===== src/rtl/lcd_disp_ctrl.sv =====
// lcd_disp_ctrl: panel timing generator that drains RGB565 words from the
// LCD pixel FIFO during the active region and drives HS/VS/DE/RGB with a
// fixed two-cycle latency from counter position to panel pins.
module lcd_disp_ctrl #(
    parameter int          H_SYNC          = 96,
    parameter int          H_BACK          = 48,
    parameter int          H_ACTIVE        = 640,
    parameter int          H_FRONT         = 16,
    parameter int          V_SYNC          = 2,
    parameter int          V_BACK          = 33,
    parameter int          V_ACTIVE        = 480,
    parameter int          V_FRONT         = 10,
    parameter bit          SYNC_POL        = 1'b0,
    parameter logic [15:0] UNDERFLOW_COLOR = 16'hF800
) (
    input  logic        clk,
    input  logic        rst_n,
    input  logic        enable,
    input  logic [15:0] fifo_rd_data,
    input  logic        fifo_empty,
    output logic        fifo_rd_en,
    output logic        lcd_hs,
    output logic        lcd_vs,
    output logic        lcd_de,
    output logic [4:0]  lcd_r,
    output logic [5:0]  lcd_g,
    output logic [4:0]  lcd_b,
    output logic        frame_start,
    output logic        underflow,
    input  logic        underflow_clr
);

    localparam int H_TOTAL = H_SYNC + H_BACK + H_ACTIVE + H_FRONT;
    localparam int V_TOTAL = V_SYNC + V_BACK + V_ACTIVE + V_FRONT;
    localparam int HW      = $clog2(H_TOTAL);
    localparam int VW      = $clog2(V_TOTAL);

    localparam logic [HW-1:0] H_LAST    = HW'(H_TOTAL - 1);
    localparam logic [HW-1:0] H_SYN_END = HW'(H_SYNC);
    localparam logic [HW-1:0] H_ACT_BEG = HW'(H_SYNC + H_BACK);
    localparam logic [HW-1:0] H_ACT_END = HW'(H_SYNC + H_BACK + H_ACTIVE);
    localparam logic [VW-1:0] V_LAST    = VW'(V_TOTAL - 1);
    localparam logic [VW-1:0] V_SYN_END = VW'(V_SYNC);
    localparam logic [VW-1:0] V_ACT_BEG = VW'(V_SYNC + V_BACK);
    localparam logic [VW-1:0] V_ACT_END = VW'(V_SYNC + V_BACK + V_ACTIVE);

    typedef enum logic [1:0] {IDLE, PRIME, RUN} state_t;

    state_t          state;
    state_t          state_next;
    logic [HW-1:0]   h_cnt;
    logic [VW-1:0]   v_cnt;
    logic            stop_req;

    logic            run;
    logic            act;
    logic            hs_pre;
    logic            vs_pre;
    logic            fs_pre;
    logic            frame_wrap;
    logic            ufl_set;

    logic            act_d1;
    logic            hs_d1;
    logic            vs_d1;
    logic            rd_d1;
    logic            fs_d1;
    logic [15:0]     rgb_word;

    // State register
    always_ff @(posedge clk) begin
        if (!rst_n) state <= IDLE;
        else        state <= state_next;
    end

    // Next-state: a stop request only takes effect at the frame wrap
    always_comb begin
        state_next = state;
        unique case (state)
            IDLE:    if (enable) state_next = PRIME;
            PRIME:   if (!enable) state_next = IDLE;
                     else if (!fifo_empty) state_next = RUN;
            RUN:     if (frame_wrap && (stop_req || !enable)) state_next = IDLE;
            default: state_next = IDLE;
        endcase
    end

    // Output decode: region flags from the counters, read strobe, underflow event
    always_comb begin
        run        = (state == RUN);
        act        = run && (h_cnt >= H_ACT_BEG) && (h_cnt < H_ACT_END)
                         && (v_cnt >= V_ACT_BEG) && (v_cnt < V_ACT_END);
        hs_pre     = run && (h_cnt < H_SYN_END);
        vs_pre     = run && (v_cnt < V_SYN_END);
        fs_pre     = run && (h_cnt == '0) && (v_cnt == '0);
        frame_wrap = (h_cnt == H_LAST) && (v_cnt == V_LAST);
        fifo_rd_en = act && !fifo_empty;
        ufl_set    = act && fifo_empty;
    end

    // Pixel/line counters: advance only in RUN, otherwise parked at 0
    always_ff @(posedge clk) begin
        if (!rst_n || state != RUN) begin
            h_cnt <= '0;
            v_cnt <= '0;
        end else if (h_cnt == H_LAST) begin
            h_cnt <= '0;
            v_cnt <= (v_cnt == V_LAST) ? '0 : v_cnt + 1'b1;
        end else begin
            h_cnt <= h_cnt + 1'b1;
        end
    end

    // Stop request: remembers a dropped enable until the frame completes
    always_ff @(posedge clk) begin
        if (!rst_n || state_next != RUN) stop_req <= 1'b0;
        else if (!enable)                stop_req <= 1'b1;
    end

    // Stage 1: region flags and read-issued, aligned with FIFO read latency
    always_ff @(posedge clk) begin
        if (!rst_n) begin
            act_d1 <= 1'b0;
            hs_d1  <= 1'b0;
            vs_d1  <= 1'b0;
            rd_d1  <= 1'b0;
            fs_d1  <= 1'b0;
        end else begin
            act_d1 <= act;
            hs_d1  <= hs_pre;
            vs_d1  <= vs_pre;
            rd_d1  <= fifo_rd_en;
            fs_d1  <= fs_pre;
        end
    end

    // Stage 2: panel pins; an active slot with no read shows the underflow colour
    always_ff @(posedge clk) begin
        if (!rst_n) begin
            lcd_hs      <= ~SYNC_POL;
            lcd_vs      <= ~SYNC_POL;
            lcd_de      <= 1'b0;
            rgb_word    <= '0;
            frame_start <= 1'b0;
        end else begin
            lcd_hs      <= hs_d1 ? SYNC_POL : ~SYNC_POL;
            lcd_vs      <= vs_d1 ? SYNC_POL : ~SYNC_POL;
            lcd_de      <= act_d1;
            frame_start <= fs_d1;
            if (rd_d1)       rgb_word <= fifo_rd_data;
            else if (act_d1) rgb_word <= UNDERFLOW_COLOR;
            else             rgb_word <= '0;
        end
    end

    // Sticky underflow flag; a new event beats a simultaneous clear
    always_ff @(posedge clk) begin
        if (!rst_n)        underflow <= 1'b0;
        else if (ufl_set)  underflow <= 1'b1;
        else if (underflow_clr) underflow <= 1'b0;
    end

    assign lcd_r = rgb_word[15:11];
    assign lcd_g = rgb_word[10:5];
    assign lcd_b = rgb_word[4:0];

endmodule


===== config.mk =====
export PLATFORM = sky130hd
export DESIGN_NAME = lcd_disp_ctrl
export DESIGN_NICKNAME = d
export VERILOG_FILES = /design/src/rtl/lcd_disp_ctrl.sv
export SDC_FILE = /design/constraint.sdc
export NUM_CORES = 1
export LEC_CHECK = 0
export ABC_CLOCK_PERIOD_IN_PS = 2700
export CELL_PAD_IN_SITES_DETAIL_PLACEMENT = 1
export CELL_PAD_IN_SITES_GLOBAL_PLACEMENT = 1
export CORE_ASPECT_RATIO = 0.9
export CORE_MARGIN = 2
export CORE_UTILIZATION = 37
export DETAILED_ROUTE_END_ITERATION = 10
export PLACE_DENSITY = 0.82
export SYNTH_ARGS = -nofsm -noshare
export SYNTH_HDL_FRONTEND = slang
export SYNTH_SLANG_ARGS = --single-unit

===== constraint.sdc =====
create_clock -name clk -period 2.7 [get_ports clk]
set_input_delay 0.54 -clock clk [delete_from_list [all_inputs] [get_ports clk]]
set_output_delay 0.54 -clock clk [all_outputs]
set_load 0.01 [all_outputs]

==> results of run 1 <==
## sequential cells by signal, summed over array words and instances, names as in the netlist, 2 cells and up
name      count
rgb_word     16
h_cnt        10
v_cnt        10
state         2
## worst max-delay path: stages (launching register included)
cell and delay, ns:
dfxtp_2 0.37, ha_1 0.24, o41ai_2 0.24, a21oi_1 0.13, o211ai_1 0.27, nor2_1 0.07
dlymetal6s2s_1 0.17
## metrics by stage
stage               cell area (um^2)  hold slack, ns
floorplan                       1960           0.352
global route                    2550           0.396
finish                          2550           0.385
global placement                2430           0.354
detailed placement              2430           0.361
CTS                             2540           0.393
## power groups by stage
stage | sequential (W) | combinational, W | clock [W]
CTS | 0.000728 | 0.0000526 | 0.000450
global placement | 0.000745 | 0.0000507 | 0
floorplan | 0.000745 | 0.0000144 | 0
finish | 0.000728 | 0.0000519 | 0.000427
detailed placement | 0.000745 | 0.0000520 | 0
global route | 0.000729 | 0.0000563 | 0.000474
## repair_timing
item                       CTS  global route
setup buffers                1             0
gates resized for setup      2             4
pin swaps                    1             1
setup endpoints to repair    1             1
## routing by layer
| metal | GRT usage (%) | wire length, um | up-vias |
|---|---|---|---|
| met4 | 5.08 | 82 | 0 |
| met1 | 21.5 | 2160 | 765 |
| met2 | 27.5 | 2150 | 56 |
| met5 | 0 | 0 | - |
| met3 | 5.07 | 353 | 9 |
| li1 | - | - | 816 |
## kinds of logic (layout without fill, tap and decap cells)
family	Yosys count	count (layout)	share of synthesized area, %
xor+xnor	14	14	6.25
fa+ha+maj	4	4	2.55
flops	49	49	50.0
compound gates	25	25	8.04
simple gates	101	101	29.0
buf+inv	19	62	4.21
## area by class of cell
class / instances / share of cell area (%)
flip-flops and latches: 49 / 38.5
multi-input cells: 144 / 35.9
repair buffers: 45 / 17.5
well taps: 67 / 3.29
clock buffers: 6 / 2.84
inverters: 9 / 1.32
clock inverters: 2 / 0.589
## layout by cell type, fill, tap and decap left out, drive strengths merged, types with 6 or more instances in the layout
cell,n
a21oi,12
and3,14
clkbuf,6
clkdlybuf4s50,41
dfxtp,49
inv,8
nand2,16
nand3,6
nand4,8
nor2,24
nor4,6
xnor2,10
## worst min-delay path by stage
stage | end | from
2_1_floorplan | lcd_hs$_SDFF_PN1_ | hs_d1$_SDFF_PN0_
3_3_place_gp | lcd_hs$_SDFF_PN1_ | hs_d1$_SDFF_PN0_
3_5_place_dp | lcd_hs$_SDFF_PN1_ | hs_d1$_SDFF_PN0_
4_1_cts | lcd_hs$_SDFF_PN1_ | hs_d1$_SDFF_PN0_
5_1_grt | lcd_hs$_SDFF_PN1_ | hs_d1$_SDFF_PN0_
6_report | lcd_hs$_SDFF_PN1_ | hs_d1$_SDFF_PN0_
==> impl_metrics.yaml, run 1 <==
run_status:
  outcome: "finished clean"
setup_path:
  arrival_ns: 1.79
  critPathLaunch: "v_cnt[0]$_SDFFE_PP0P_"
  r2r_start: "h_cnt[0]$_SDFF_PP0_"
  crit_path_end_kind: "output pin"
  reg2reg_depth: 5
  crit_path_start_kind: "register"
  worstSetupEndpoint: "fifo_rd_en"
  rr_endpoint: "v_cnt[7]$_SDFFE_PP0P_"
  rrSetupSlack_ns: 0.59
  worst-setup-path-type: "register to output pin"
  path_max_fanout: 5
  cp.required_ns: 2.16
worst_hold_path:
  holdCritPathClass: "register to register"
  holdPathStages: 1
power:
  p_seq_share_pct: 60.3
  pwr-share-comb_pct: 4.3
  clkPwrFrac_pct: 35.4
  p_int_w: 0.000941
  p_sw_share_pct: 22.1
  ir_drop_mv: 0.239
  power_w: 0.00121
  leakage_nw: 0.925
  power_density_nw_per_um2: 473
  p_sw_w: 0.000266
clock_network:
  cts_sinks: 49
  clkTransAtPathRegs_ns: 0.09
  holdBufCountCts: 0
  cts_tree: "built"
  cts_made_buffers: 5
  htree_levels: 2
  insertion_delay_ns: 0.30
  cts-root-buf: "clkbuf_8"
  clockBufferDepth: 2
floorplan:
  start_util_pct: 37.8
  ios: 43
  die_w_um: 80.8
  core_um2: 5190
  die_area_um2: 5900
  fp.dieH_um: 73.1
  fp-row-count: 25
grt:
  antenna_found_initial: 0
  grt_max_degree: 21
  grt_pass1_vias: 1561
  grt_pass1_wl_mm: 7.72
  gr-usage-all-layers_pct: 16.8
  grt.overflow.total: 0
synth:
  syn_avg_cell_area_um2: 9.25
  synth_area_leader_cell: "dfxtp_1"
  synth_common_cells: "dfxtp_1, nor2_1, nand2_1"
  synth.distinct_cells: 42
  yosys.area.top_type_share_pct: 50.0
  ys_ff_latch: 49
  ys.flop_type: "dfxtp_1"
  syn_inst: 212
  netlist_area_um2: 1960
  synth_edf_count: 0
  yosysSeqAreaShare_pct: 50.0
  synth_warnings: 0
  synthTopCellsByArea: "dfxtp_1, nor2_1, xnor2_1"
  async_flop_share_pct: 0
  syn_nets: 237
  synth.most_common_cell: "dfxtp_1"
detailed_routing:
  drt_iter0_drc: 39
  drc_errors: 0
  routed-via-count: 1646
  ant_nets: 0
  vias_per_cell: 5.11
  totalWireLength_mm: 4.74
  first_pass_iters: 4
  routedWlPerCell_um: 14.7
layout:
  diodes: 0
  regArea_um2: 983
  num-nets-final: 279
  fillers: 597
  syn2layout_area_growth_pct: 30.0
  final_core_util_pct: 49.1
  drive_gt1_share_pct: 9.80
  multi_input_area_um2: 917
  fin_cells: 322
sta:
  worst_slew_margin_rel_pct: 69.8
  fin_ws_ns: 0.371
  fmax_mhz: 429
  slew_viol_final: 0
  tightest_slew_ns: 0.453
  setup_viol: 0
  period_minus_slack_ns: 2.33
  hold_violations: 0
  post-route-period-util_pct: 86.2
  skew_ns: 0.0104
  setup_tns_ns: 0
  rsz0062_at_grt: "no"
placed_design:
  port_buffers: 42
  hpwl_mm: 3.44
  place_ws_ns: 0.284
  routabilityCongestion: 0.793
  placed_cells: 313
run:
  maxCapViolations: 0
(Power assumes the default switching activity.)
==> run 2: changes to the inputs <==
- CORE_MARGIN: 2 -> 4
- CTS_CLUSTER_SIZE: not set -> 12
==> run 2 against run 1 <==
Non-clock buffer count unchanged. Die area is 11% higher. Count of clock-buffer cells in the layout down 1. Highest routed layer unchanged. Critical endpoint unchanged. Fmax decreased by 2.5%. Sequential share of layout area shrank 0.14 points.
==> impl_metrics.yaml, run 2 (synthesis gave the netlist of run 1 again) <==
setup_path:
  path_max_fanout: 5
  crit_path_end_kind: "output pin"
  worst-setup-path-type: "register to output pin"
  cp.required_ns: 2.16
  r2r_start: "h_cnt[0]$_SDFF_PP0_"
  arrival_ns: 1.85
  critPathLaunch: "v_cnt[0]$_SDFFE_PP0P_"
  crit_path_start_kind: "register"
floorplan:
  start_util_pct: 39.4
  fp.dieH_um: 77.1
  fp-row-count: 24
  ios: 43
  die_w_um: 84.8
  core_um2: 4980
  die_area_um2: 6530
worst_hold_path:
  min_from: "vs_d1$_SDFF_PN0_"
  holdCritPathClass: "register to register"
power:
  p_sw_w: 0.000279
  p_sw_share_pct: 22.8
  p_int_w: 0.000942
  leakage_nw: 0.933
  clkPwrFrac_pct: 36.1
  pwr-share-comb_pct: 4.2
  power_density_nw_per_um2: 478
  p_seq_share_pct: 59.6
  ir_drop_mv: 0.266
clock_network:
  clkTransAtPathRegs_ns: 0.09
  cts-root-buf: "clkbuf_8"
  cts_tree: "built"
  clockBufferDepth: 2
  htree_levels: 2
  cts_made_buffers: 5
  insertion_delay_ns: 0.31
  cts_sinks: 49
run:
  maxCapViolations: 0
detailed_routing:
  drc_errors: 0
  vias_per_cell: 5.11
  first_pass_iters: 4
  drt_iter0_drc: 37
  ant_nets: 0
  routedWlPerCell_um: 15.2
  totalWireLength_mm: 4.86
  routed-via-count: 1635
grt:
  antenna_found_initial: 0
  gr-usage-all-layers_pct: 14.9
  grt_pass1_vias: 1603
  grt_pass1_wl_mm: 7.98
  grt.overflow.total: 0
  grt_max_degree: 21
placed_design:
  port_buffers: 42
  routabilityCongestion: 0.841
  hpwl_mm: 3.56
sta:
  setup_tns_ns: 0
  fmax_mhz: 419
  skew_ns: 0.00377
  tightest_slew_ns: 0.447
  setup_viol: 0
  period_minus_slack_ns: 2.39
  post-route-period-util_pct: 88.4
  rsz0062_at_grt: "no"
  worst_slew_margin_rel_pct: 70.2
  hold_violations: 0
  slew_viol_final: 0
layout:
  largest_register_ffs: 16
  final_core_util_pct: 51.3
  fillers: 577
  drive_gt1_share_pct: 9.80
  syn2layout_area_growth_pct: 30.4
  largest_registers: "rgb_word (16), h_cnt (10), v_cnt (10)"
  num-nets-final: 279
  largest_register: "rgb_word"
  diodes: 0
  layout_common_cells: "dfxtp_1, clkdlybuf4s50_1, nor2_1, nand2_1, and3_1"
  layout_commonest_cell: "dfxtp_1"
run_status:
  outcome: "finished clean"
-- run 2: cell count changes in the layout (fill, tap and decap cells not counted), sizes merged --
cell      delta
clkinvlp     -1
clkinv       +1
clkbuf       -1
inv          +1
-- run 2: metal layers --
metal,wire (um),track usage [%],vias up
li1,-,-,816
met1,2410,20.9,761
met2,2130,23.2,54
met3,293,4.07,4
met4,23,2.85,0
met5,0,0,-
-- run 2: area by class of cell --
| cell class | instances | area [um^2] | area share (%) |
|---|---|---|---|
| sequential | 49 | 982 | 38.4 |
| multi-input combinational | 144 | 925 | 36.2 |
| timing repair buffer | 45 | 445 | 17.4 |
| tap | 65 | 81.3 | 3.18 |
| clock buffer | 5 | 68.8 | 2.69 |
| inverter | 9 | 33.8 | 1.32 |
| clock inverter | 3 | 21.3 | 0.832 |
-- run 2: repair_timing --
action                     CTS  global route
pin swaps                    1             2
hold buffers                 0             0
setup endpoints to repair    1             1
setup buffers                0             1
hold endpoints to repair     0             0
resized for setup            0             6
-- run 2: worst max-delay path, cell delays in order (launching register included) --
cell and delay [ns]:
dfxtp_1 0.37, ha_2 0.24, o41ai_4 0.30, a21oi_1 0.11
o211ai_1 0.27, nor2_1 0.08, dlymetal6s2s_1 0.18
-- run 2: path summary, 6_finish.rpt --
path / end / slack, ns / cells after the start
max: fifo_rd_en / 0.31 / 6
min: lcd_vs$_SDFF_PN1_ / 0.38 / 1
max reg2reg: v_cnt[7]$_SDFFE_PP0P_ / 0.58 / 5
min reg2reg: lcd_vs$_SDFF_PN1_ / 0.38 / 1
-- run 2: through the flow --
| stage | worst slack [ns] | hold slack, ns | std cells | cell area (um^2) | power (W) |
|---|---|---|---|---|---|
| after floorplan | 0.716 | 0.352 | 212 | 1960 | 0.000759 |
| after global placement | 0.414 | 0.353 | 311 | 2430 | 0.000796 |
| after detailed placement | 0.370 | 0.359 | 311 | 2430 | 0.000797 |
| after CTS | 0.00187 | 0.382 | 319 | 2520 | 0.00124 |
| after global routing | 0.216 | 0.381 | 320 | 2560 | 0.00127 |
| final | 0.313 | 0.377 | 320 | 2560 | 0.00122 |
-- run 2: power groups by stage --
stage                     Combinational, W  Clock (W)  Sequential (W)
final                            0.0000519   0.000441        0.000728
after detailed placement         0.0000519          0        0.000745
after floorplan                  0.0000144          0        0.000745
after global placement           0.0000504          0        0.000745
after global routing             0.0000565   0.000481        0.000729
after CTS                        0.0000523   0.000455        0.000728
